File: src/rtl/pipeline_hazard_ctrl_pkg.sv
// Shared types for the pipeline hazard controller.
//   hzd_state_t : controller FSM state encoding
//   regbits_t   : register-select type (REGBITS_W wide)
package pipeline_hazard_ctrl_pkg;

   localparam int REGBITS_W = 5;

   typedef logic [REGBITS_W-1:0] regbits_t;

   typedef enum logic [1:0] {
      RUN    = 2'd0,
      DWAIT  = 2'd1,
      HALTED = 2'd2
   } hzd_state_t;

endpackage

File: src/rtl/pipeline_hazard_ctrl_if.sv
// Hazard-control bus between the datapath and the stall/flush controller.
//   master : datapath side, drives hit/hazard status, receives enables/flushes/counters
//   slave  : controller side
// Signals:
//   ihit, dhit, mem_dREN, mem_dWEN, mem_halt, ex_branch, ex_memread,
//   ex_wsel, id_rs, id_rt, id_uses_rt           status from the pipeline
//   stage_wen, stage_flush, pc_wen, imemREN       per-cycle pipeline control
//   halted, stall_cnt, flush_cnt                  registered status
interface pipeline_hazard_ctrl_if
   import pipeline_hazard_ctrl_pkg::*;
#(
   parameter int NSTAGES = 5,
   parameter int RSEL_W  = REGBITS_W,
   parameter int COUNT_W = 32
);
   logic               ihit;
   logic               dhit;
   logic               mem_dREN;
   logic               mem_dWEN;
   logic               mem_halt;
   logic               ex_branch;
   logic               ex_memread;
   logic [RSEL_W-1:0]  ex_wsel;
   logic [RSEL_W-1:0]  id_rs;
   logic [RSEL_W-1:0]  id_rt;
   logic               id_uses_rt;

   logic [NSTAGES-2:0] stage_wen;
   logic [NSTAGES-2:0] stage_flush;
   logic               pc_wen;
   logic               imemREN;
   logic               halted;
   logic [COUNT_W-1:0] stall_cnt;
   logic [COUNT_W-1:0] flush_cnt;

   modport master (
      output ihit, dhit, mem_dREN, mem_dWEN, mem_halt, ex_branch, ex_memread,
             ex_wsel, id_rs, id_rt, id_uses_rt,
      input  stage_wen, stage_flush, pc_wen, imemREN, halted, stall_cnt, flush_cnt
   );

   modport slave (
      input  ihit, dhit, mem_dREN, mem_dWEN, mem_halt, ex_branch, ex_memread,
             ex_wsel, id_rs, id_rt, id_uses_rt,
      output stage_wen, stage_flush, pc_wen, imemREN, halted, stall_cnt, flush_cnt
   );

endinterface

File: src/rtl/pipeline_hazard_ctrl_sat_counter.sv
// Saturating up-counter: increments on inc, holds at all-ones, never wraps.
//   CLK   : clock
//   nRST  : async active-low reset, clears count
//   inc   : count enable
//   count : current value
module sat_counter #(
   parameter int COUNT_W = 32
) (
   input  logic               CLK,
   input  logic               nRST,
   input  logic               inc,
   output logic [COUNT_W-1:0] count
);

   always_ff @(posedge CLK or negedge nRST) begin
      if (!nRST) begin
         count <= '0;
      end else if (inc && (count != '1)) begin
         count <= count + 1'b1;
      end
   end

endmodule

File: src/rtl/pipeline_hazard_ctrl.sv
// Central stall/flush/halt controller for an NSTAGES-deep pipeline.
// Turns ihit/dhit, the MEM-stage data request, EX branch resolution and the
// ID/EX load-use hazard into per-register write-enables/flushes, PC
// write-enable and the instruction read request. Latches HALT and keeps
// saturating stall/flush counters.
//   CLK  : clock, rising edge
//   nRST : async active-low reset
//   bus  : hazard-control bus (slave side)
//
// state  | meaning
// -------+-----------------------------------------------------------
// RUN    | normal operation
// DWAIT  | data access outstanding in MEM, pipeline frozen
// HALTED | HALT retired from MEM; everything off until reset
module pipeline_hazard_ctrl
   import pipeline_hazard_ctrl_pkg::*;
#(
   parameter int NSTAGES   = 5,
   parameter int MEM_STAGE = 3,
   parameter int RSEL_W    = REGBITS_W,
   parameter int COUNT_W   = 32
) (
   input logic                   CLK,
   input logic                   nRST,
   pipeline_hazard_ctrl_if.slave bus
);

   localparam int NREG = NSTAGES - 1;

   if ((NSTAGES < 5) || (NSTAGES > 8)) begin : g_bad_nstages
      $error("pipeline_hazard_ctrl: NSTAGES must be 5..8");
   end
   if ((MEM_STAGE < 3) || (MEM_STAGE > NSTAGES - 2)) begin : g_bad_mem_stage
      $error("pipeline_hazard_ctrl: MEM_STAGE must be 3..NSTAGES-2");
   end
   if (RSEL_W < 1) begin : g_bad_rsel
      $error("pipeline_hazard_ctrl: RSEL_W must be positive");
   end

   hzd_state_t      state_q;
   logic            halted_q;

   logic            dreq;
   logic            dmiss;
   logic            load_use;
   logic [NREG-1:0] wen;
   logic [NREG-1:0] flush;
   logic            pc_wen;
   logic            imem_ren;
   logic            inc_stall;
   logic            inc_flush;

   always_comb begin
      dreq  = bus.mem_dREN | bus.mem_dWEN;
      dmiss = dreq & ~bus.dhit;
   end

   // r0 never creates a dependency, so ex_wsel==0 is excluded.
   always_comb begin
      load_use = bus.ex_memread && (bus.ex_wsel != '0) &&
                 ((bus.ex_wsel == bus.id_rs) ||
                  (bus.id_uses_rt && (bus.ex_wsel == bus.id_rt)));
   end

   // Only the IF/ID and ID/EX registers are ever flushed; later registers
   // either freeze on a data miss or advance.
   always_comb begin
      wen      = '0;
      flush    = '0;
      pc_wen   = 1'b0;
      imem_ren = 1'b0;
      if (state_q == HALTED) begin
         wen = '0;
      end else if (dmiss) begin
         wen = '0;
      end else if (dreq) begin
         wen      = '1;
         flush[0] = 1'b1;
      end else if (bus.ex_branch) begin
         wen      = '1;
         flush[0] = 1'b1;
         flush[1] = 1'b1;
         pc_wen   = 1'b1;
         imem_ren = 1'b1;
      end else if (load_use) begin
         wen      = '1;
         wen[0]   = 1'b0;
         flush[1] = 1'b1;
         imem_ren = 1'b1;
      end else if (!bus.ihit) begin
         wen      = '1;
         flush[0] = 1'b1;
         imem_ren = 1'b1;
      end else begin
         wen      = '1;
         pc_wen   = 1'b1;
         imem_ren = 1'b1;
      end
   end

   // HALT is only taken once the MEM-stage access is no longer stalling,
   // so a halt behind a pending load/store waits for its dhit.
   always_ff @(posedge CLK or negedge nRST) begin
      if (!nRST) begin
         state_q  <= RUN;
         halted_q <= 1'b0;
      end else if (bus.mem_halt && !dmiss) begin
         state_q  <= HALTED;
         halted_q <= 1'b1;
      end else begin
         case (state_q)
            HALTED:  state_q <= HALTED;
            default: state_q <= dmiss ? DWAIT : RUN;
         endcase
      end
   end

   always_comb begin
      inc_stall = (state_q != HALTED) & ~pc_wen;
      inc_flush = (state_q != HALTED) & flush[1];
   end

   sat_counter #(.COUNT_W(COUNT_W)) u_stall_cnt (
      .CLK   (CLK),
      .nRST  (nRST),
      .inc   (inc_stall),
      .count (bus.stall_cnt)
   );

   sat_counter #(.COUNT_W(COUNT_W)) u_flush_cnt (
      .CLK   (CLK),
      .nRST  (nRST),
      .inc   (inc_flush),
      .count (bus.flush_cnt)
   );

   assign bus.stage_wen   = wen;
   assign bus.stage_flush = flush;
   assign bus.pc_wen      = pc_wen;
   assign bus.imemREN     = imem_ren;
   assign bus.halted      = halted_q;

endmodule

File: src/flat_wrapper.sv
// flat-port wrapper written by rule: the top's interface ports become plain ports
module pipeline_hazard_ctrl_flat import pipeline_hazard_ctrl_pkg::*;
#(
   parameter int NSTAGES   = 5,
   parameter int MEM_STAGE = 3,
   parameter int RSEL_W    = REGBITS_W,
   parameter int COUNT_W   = 32
)
  (CLK, nRST, bus_ihit, bus_dhit, bus_mem_dREN, bus_mem_dWEN, bus_mem_halt, bus_ex_branch, bus_ex_memread, bus_ex_wsel, bus_id_rs, bus_id_rt, bus_id_uses_rt, bus_stage_wen, bus_stage_flush, bus_pc_wen, bus_imemREN, bus_halted, bus_stall_cnt, bus_flush_cnt);
  pipeline_hazard_ctrl_if #(.NSTAGES(NSTAGES), .RSEL_W(RSEL_W), .COUNT_W(COUNT_W)) bus_i ();
  input logic CLK;
  input logic nRST;
  input wire logic [$bits(bus_i.ihit)-1:0] bus_ihit;
  input wire logic [$bits(bus_i.dhit)-1:0] bus_dhit;
  input wire logic [$bits(bus_i.mem_dREN)-1:0] bus_mem_dREN;
  input wire logic [$bits(bus_i.mem_dWEN)-1:0] bus_mem_dWEN;
  input wire logic [$bits(bus_i.mem_halt)-1:0] bus_mem_halt;
  input wire logic [$bits(bus_i.ex_branch)-1:0] bus_ex_branch;
  input wire logic [$bits(bus_i.ex_memread)-1:0] bus_ex_memread;
  input wire logic [$bits(bus_i.ex_wsel)-1:0] bus_ex_wsel;
  input wire logic [$bits(bus_i.id_rs)-1:0] bus_id_rs;
  input wire logic [$bits(bus_i.id_rt)-1:0] bus_id_rt;
  input wire logic [$bits(bus_i.id_uses_rt)-1:0] bus_id_uses_rt;
  output wire logic [$bits(bus_i.stage_wen)-1:0] bus_stage_wen;
  output wire logic [$bits(bus_i.stage_flush)-1:0] bus_stage_flush;
  output wire logic [$bits(bus_i.pc_wen)-1:0] bus_pc_wen;
  output wire logic [$bits(bus_i.imemREN)-1:0] bus_imemREN;
  output wire logic [$bits(bus_i.halted)-1:0] bus_halted;
  output wire logic [$bits(bus_i.stall_cnt)-1:0] bus_stall_cnt;
  output wire logic [$bits(bus_i.flush_cnt)-1:0] bus_flush_cnt;
  assign bus_i.ihit = bus_ihit;
  assign bus_i.dhit = bus_dhit;
  assign bus_i.mem_dREN = bus_mem_dREN;
  assign bus_i.mem_dWEN = bus_mem_dWEN;
  assign bus_i.mem_halt = bus_mem_halt;
  assign bus_i.ex_branch = bus_ex_branch;
  assign bus_i.ex_memread = bus_ex_memread;
  assign bus_i.ex_wsel = bus_ex_wsel;
  assign bus_i.id_rs = bus_id_rs;
  assign bus_i.id_rt = bus_id_rt;
  assign bus_i.id_uses_rt = bus_id_uses_rt;
  assign bus_stage_wen = bus_i.stage_wen;
  assign bus_stage_flush = bus_i.stage_flush;
  assign bus_pc_wen = bus_i.pc_wen;
  assign bus_imemREN = bus_i.imemREN;
  assign bus_halted = bus_i.halted;
  assign bus_stall_cnt = bus_i.stall_cnt;
  assign bus_flush_cnt = bus_i.flush_cnt;
  pipeline_hazard_ctrl #(.NSTAGES(NSTAGES), .MEM_STAGE(MEM_STAGE), .RSEL_W(RSEL_W), .COUNT_W(COUNT_W)) u_core (.CLK(CLK), .nRST(nRST), .bus(bus_i));
endmodule
File: config.mk
export PLATFORM = sky130hd
export DESIGN_NAME = pipeline_hazard_ctrl_flat
export DESIGN_NICKNAME = d
export VERILOG_FILES = /design/src/rtl/pipeline_hazard_ctrl_pkg.sv /design/src/rtl/pipeline_hazard_ctrl_if.sv /design/src/rtl/pipeline_hazard_ctrl_sat_counter.sv /design/src/rtl/pipeline_hazard_ctrl.sv /design/src/flat_wrapper.sv
export SDC_FILE = /design/constraint.sdc
export NUM_CORES = 1
export LEC_CHECK = 0
export BUFFER_PORTS_ARGS = -buffer_cell sky130_fd_sc_hd__buf_2
export CAP_MARGIN = 20
export CORE_UTILIZATION = 55
export CTS_CLUSTER_DIAMETER = 50
export DETAILED_ROUTE_END_ITERATION = 6
export PLACE_DENSITY_LB_ADDON = 0.3
export SLEW_MARGIN = 40
export SYNTH_ARGS = -nofsm -noshare
export SYNTH_HDL_FRONTEND = slang
export SYNTH_SLANG_ARGS = --single-unit
File: constraint.sdc
create_clock -name CLK -period 4.4 [get_ports CLK]
set_input_delay 0 -clock CLK [delete_from_list [all_inputs] [get_ports CLK]]
set_output_delay 0 -clock CLK [all_outputs]
set_load 0.02 [all_outputs]
# ---- After elaboration in Yosys (flattened, before gate mapping)
# Index checks and enable logic that the tools add are counted.
dict set report totals {
  out_inout_bits 75
  wordCells 52
  reg_bits 67
  input_bits 25
}
dict set report classes {
  bitwise 6
  add_sub_neg 2
  reduce_logical 9
  muxes 25
  eq_ne 6
}
# cell count
set op_table {}
lappend op_table {{32-bit by 1-bit adder with 32-bit output (second input constant)} 2}
lappend op_table {{32-bit inequality test (second input constant)} 2}
lappend op_table {{1-bit two-way mux} 16}
lappend op_table {{4-bit two-way mux} 4}
lappend op_table {{5-bit equality test} 2}
lappend op_table {{2-bit two-way mux} 5}
lappend op_table {{1-bit logical AND} 6}
lappend op_table {{5-bit nonzero test} 1}
lappend op_table {{1-bit AND} 3}
lappend op_table {{2-bit equality test (second input constant)} 1}
lappend op_table {{2-bit inequality test (second input constant)} 1}
lappend op_table {{1-bit inverter} 2}
lappend op_table {{1-bit zero test} 1}
lappend op_table {{1-bit logical OR} 1}
lappend op_table {{1-bit bitwise OR} 1}

# ---- Logic depth before layout (Yosys ltp)
dict set report depth {
  depth_word 12
  ltp_mapped 8
  mapped_depth_nobuf 7
}

# ---- Hierarchy
# Synthesis repeated with hierarchy kept, for this count alone.
dict set report hier_totals {
  cells_unflattened 348
  area_unflattened_um2 3651.0
}
# module seq_area_each_um2 area_each_um2 cells_each n_inst
set by_module_without_submodules {}
lappend by_module_without_submodules {sat_counter 800.8 1624.1 151 2}
lappend by_module_without_submodules {pipeline_hazard_ctrl 75.1 402.9 46 1}

# ---- Least setup slack after synthesis
# Ideal clock, no wire load.
dict set report synth_path {
  path_kind {register -> register}
  from {register u_core.u_flush_cnt.count[8]}
  to {register u_core.u_flush_cnt.count[1]}
  path_stages_with_launch 7
  setup_ns 0.125
  t_arrival_ns 2.074
  synth_period_minus_slack_ns 2.199
  required_time_ns 4.275
  n_path_buf 1
  slack_ns 2.201
  cell_sequence {dfrtp_1 > and4_2 > nand4_4 > or4_4 > o211ai_4 > buf_6 > mux2_4}
}
dict set report synth_between {
  elab_chain_len 2
}
# element line
set synth_lines {}
lappend synth_lines {{start, declared} pipeline_hazard_ctrl_sat_counter.sv:12} ;# output logic [COUNT_W-1:0] count
lappend synth_lines {{start signal, assigned} pipeline_hazard_ctrl_sat_counter.sv:19} ;# count <= count + 1'b1;
lappend synth_lines {{32-bit inequality test} pipeline_hazard_ctrl_sat_counter.sv:18} ;# end else if (inc && (count != '1)) begin
lappend synth_lines {{1-bit logical AND} pipeline_hazard_ctrl_sat_counter.sv:18}
# Every way passes these cells.
# A chain may end at the register's enable or synchronous reset.

# ---- Worst setup path after layout
dict set report layout_path {
  from {register u_core.u_stall_cnt.count[0]}
  to {register u_core.u_stall_cnt.count[19]}
}
dict set report layout_between {
  elab_chain_len 2
  elab_cells_between_ends 3
  classes_between {add/sub (1); eq/ne (1); reduce/logical (1)}
}
# element line
set layout_lines {}
lappend layout_lines {{start, declared} pipeline_hazard_ctrl_sat_counter.sv:12}
lappend layout_lines {{start signal, assigned} pipeline_hazard_ctrl_sat_counter.sv:19}
lappend layout_lines {{branches (longest 2 deep; another with 32-bit by 1-bit adder with 32-bit output)} -}
# Several ways; the timed one is not identified.

==> results.tsv <==
metric	value	unit
worst-r2r-setup-slack	2000	ps
cts_tree	yes	
cp-start-kind	flop	
crit_path_max_fanout	6	
final_net_count	485	
final_critical_path_required_period	2400	ps
worst_r2r_src	u_core.u_stall_cnt.count[0]	
post_synth.cell_area_avg	9.91	um2
area_delta_synth_final	20.8	%
dp_hpwl	5.81	mm
first_pass_grt_wire_length	12.3	mm
netlist_top_cells_count	dfrtp_1 (67), xor2_1 (56), nor2_1 (36)	
worst-r2r-cell-count	7	
timing.slew.headroom	49.5	%
criticalPathCategory	flop to flop	
post_synth_inst_count	357	
route.vias.total	3015	
postSynth.topFlopCell	dfrtp_1	
status	finished clean	
async_flop_share	100	%
gpl.final_weighted_congestion	0.845	
ys_ff_latch	67	
path_cells	ha_1 > nand2_1 > nor4_1 > nand3_1 > nor2_1 > nor4b_1 > xor2_1	
grt_setup_unrepaired	no	
yosys.cell_count.top_type	dfrtp_1	
cap_viol_max_count	0	
worstReg2RegEnd	u_core.u_stall_cnt.count[19]	
postLayoutCellArea	0.00428	mm2
use_met3	7.69	%
drive_above_1_share	27.0	%
placeableCoreArea	0.00606	mm2
drt_pass1_iterations	4	
number_of_clock_buffers_inserted_by_tritoncts	9	
grt.busiest_layer	met2	
grt_pass1_vias	2680	
post_cts_setup_buffer_count	0	
route.final.wire_length	7.96	mm
numClockSinks	67	
final_util	70.5	%
setup.worst_path.end_class	flop	
design.portCount	100	
holdPathEnd	u_core.bus.halted	
worst_slew_pin_slew	754	ps
critPathArrivalTime	2610	ps
netlist_area	0.00354	mm2
crit_path_max_incr_delay	480	ps
max-vdd-ir-drop	0.261	mV
vertical_extent_of_the_die	82.2	um
hold_path_class	input port to flop	
gr-usage-all-layers	24.6	%
final_hold_viol_count	0	
yosys-top-cells-area	dfrtp_1 (47%), xor2_1 (14%), xnor2_1 (4.0%), nand3_1 (3.8%), nor2_1 (3.8%)	
count_of_placed_standard_cells_including_taps	518	
fin_hold_ws	144	ps
detail_route.wl_per_cell	14.8	um
vias_per_cell	5.60	
clk_transition_reported_paths	70	ps
synth.distinct_cells	44	
cellLeakagePower	2.32	nW
grt_overflow_total	0	
hold_critical_path_depth	4	
edff_count_synth	0	
dieWidth	82.2	um
yosys_warnings	0	
final_setup_fails	0	
ctsRootBufferMaster	clkbuf_8	
fin_skew	5.13	ps
clock_insertion_delay_worst_skew	340	ps
fin_crit_sh	54.5	%
clock_tree.htree_level_count	3	
synth_area_leader_cell	dfrtp_1	
placement.cell_area	0.00405	mm2
remaining_routing_drc_violations	0	
seq_area_frac_synth	47.4	%
power_per_cell_area	330	mW/mm2
initial_util	58.4	%
post-synth-top-area-fraction	47.4	%
grt_max_degree	68	
cts.path.max_buffers	2	
worst_hold_startpoint	bus_mem_dREN	
num_antenna_cells	0	
grt_use_met1	29.8	%
crit_required	4610	ps
fmax	417	MHz
antenna_left	0	
final_cells	538	
antenna_found_initial	0	
timing.setup.tns	0	ps
placement_rows	28	
dieArea	0.00676	mm2
report.final.slew_viol_count	0	
crit_path_top_delay_cell	nor4_1	
globalRouteMet2Util	41.8	%
port_buffers	97	
detailedRoute.firstIterationViolations	163	
[worst max-delay path: cells and delay by family, from the launching register on]
kind	cells	cell delay, ps
simple gates	5	1470
flops	1	420
fa+ha+maj	1	210
xor+xnor	1	170
[routing by layer]
layer,wire [um],part of all wire [%]
met3,392,4.9
met2,4130,52
met1,3390,43
met4,48,0.60
met5,0,0
[cells by family after synthesis]
logic type                 count (synthesis)  synth area share (%)
AOI/OAI and AO/OA                         16                  3.61
xor gates and xnor gates                  72                  17.8
adders and majority gates                  2                 0.707
buffers and inverters                     20                  3.15
DFF                                       67                  47.4
muxes                                      2                 0.742
other                                      1                 0.106
and+or+nand+nor                          177                  26.5
[metrics by stage]
step / total power, W / worst slack, ps
floorplan: 0.000868 / 2200
global placement: 0.000946 / 2130
detailed placement: 0.000957 / 2080
CTS: 0.00142 / 2060
global route: 0.00148 / 1700
finish: 0.00141 / 2000
[area by class of cell]
| type | instances | area [um2] |
|---|---|---|
| clock buffer | 11 | 151 |
| inverter | 6 | 22.5 |
| multi-input combinational | 271 | 1760 |
| timing repair buffer | 103 | 544 |
| tap | 75 | 93.8 |
| sequential | 67 | 1680 |
| fill | 478 | 1790 |
| clock inverter | 5 | 27.5 |
[power by group]
part | internal [W] | switching (W) | total (W)
combinational | 0.0000950 | 0.000161 | 0.000256
clock | 0.000231 | 0.000229 | 0.000460
sequential | 0.000649 | 0.0000445 | 0.000693
[registers in the layout, indices dropped and copies added, names as in the netlist]
signal and count:
u_core.u_stall_cnt.count 32, u_core.u_flush_cnt.count 32, u_core.bus.halted 1, u_core.state_q 2
[worst max path at each step]
stage                            startpoint                            to  slack [ps]
2_1_floorplan   u_core.u_flush_cnt.count[8]   u_core.u_flush_cnt.count[1]        2200
3_3_place_gp   u_core.u_stall_cnt.count[21]  u_core.u_stall_cnt.count[19]        2130
3_5_place_dp    u_core.u_stall_cnt.count[0]  u_core.u_stall_cnt.count[19]        2080
4_1_cts         u_core.u_stall_cnt.count[3]  u_core.u_stall_cnt.count[19]        2060
5_1_grt        u_core.u_stall_cnt.count[22]  u_core.u_stall_cnt.count[19]        1700
6_report        u_core.u_stall_cnt.count[0]  u_core.u_stall_cnt.count[19]        2000
[cells in the final DEF (no fill, tap or decap), types with 6 or more instances in the layout]
| master | count |
|---|---|
| clkbuf_8 | 11 |
| nand3_1 | 27 |
| nand2_1 | 29 |
| nand4_1 | 15 |
| nor4_1 | 15 |
| nor2_1 | 36 |
| buf_2 | 97 |
| and3_1 | 6 |
| xnor2_1 | 16 |
| xor2_1 | 56 |
| dfrtp_1 | 67 |
| inv_1 | 6 |
| nor3_1 | 25 |
[timing repair]
item,CTS,global route
hold buffers,4,0
endpoints found under the hold margin,70,0
resized for setup,0,0
No activity file was read; power rests on OpenSTA's default activity.
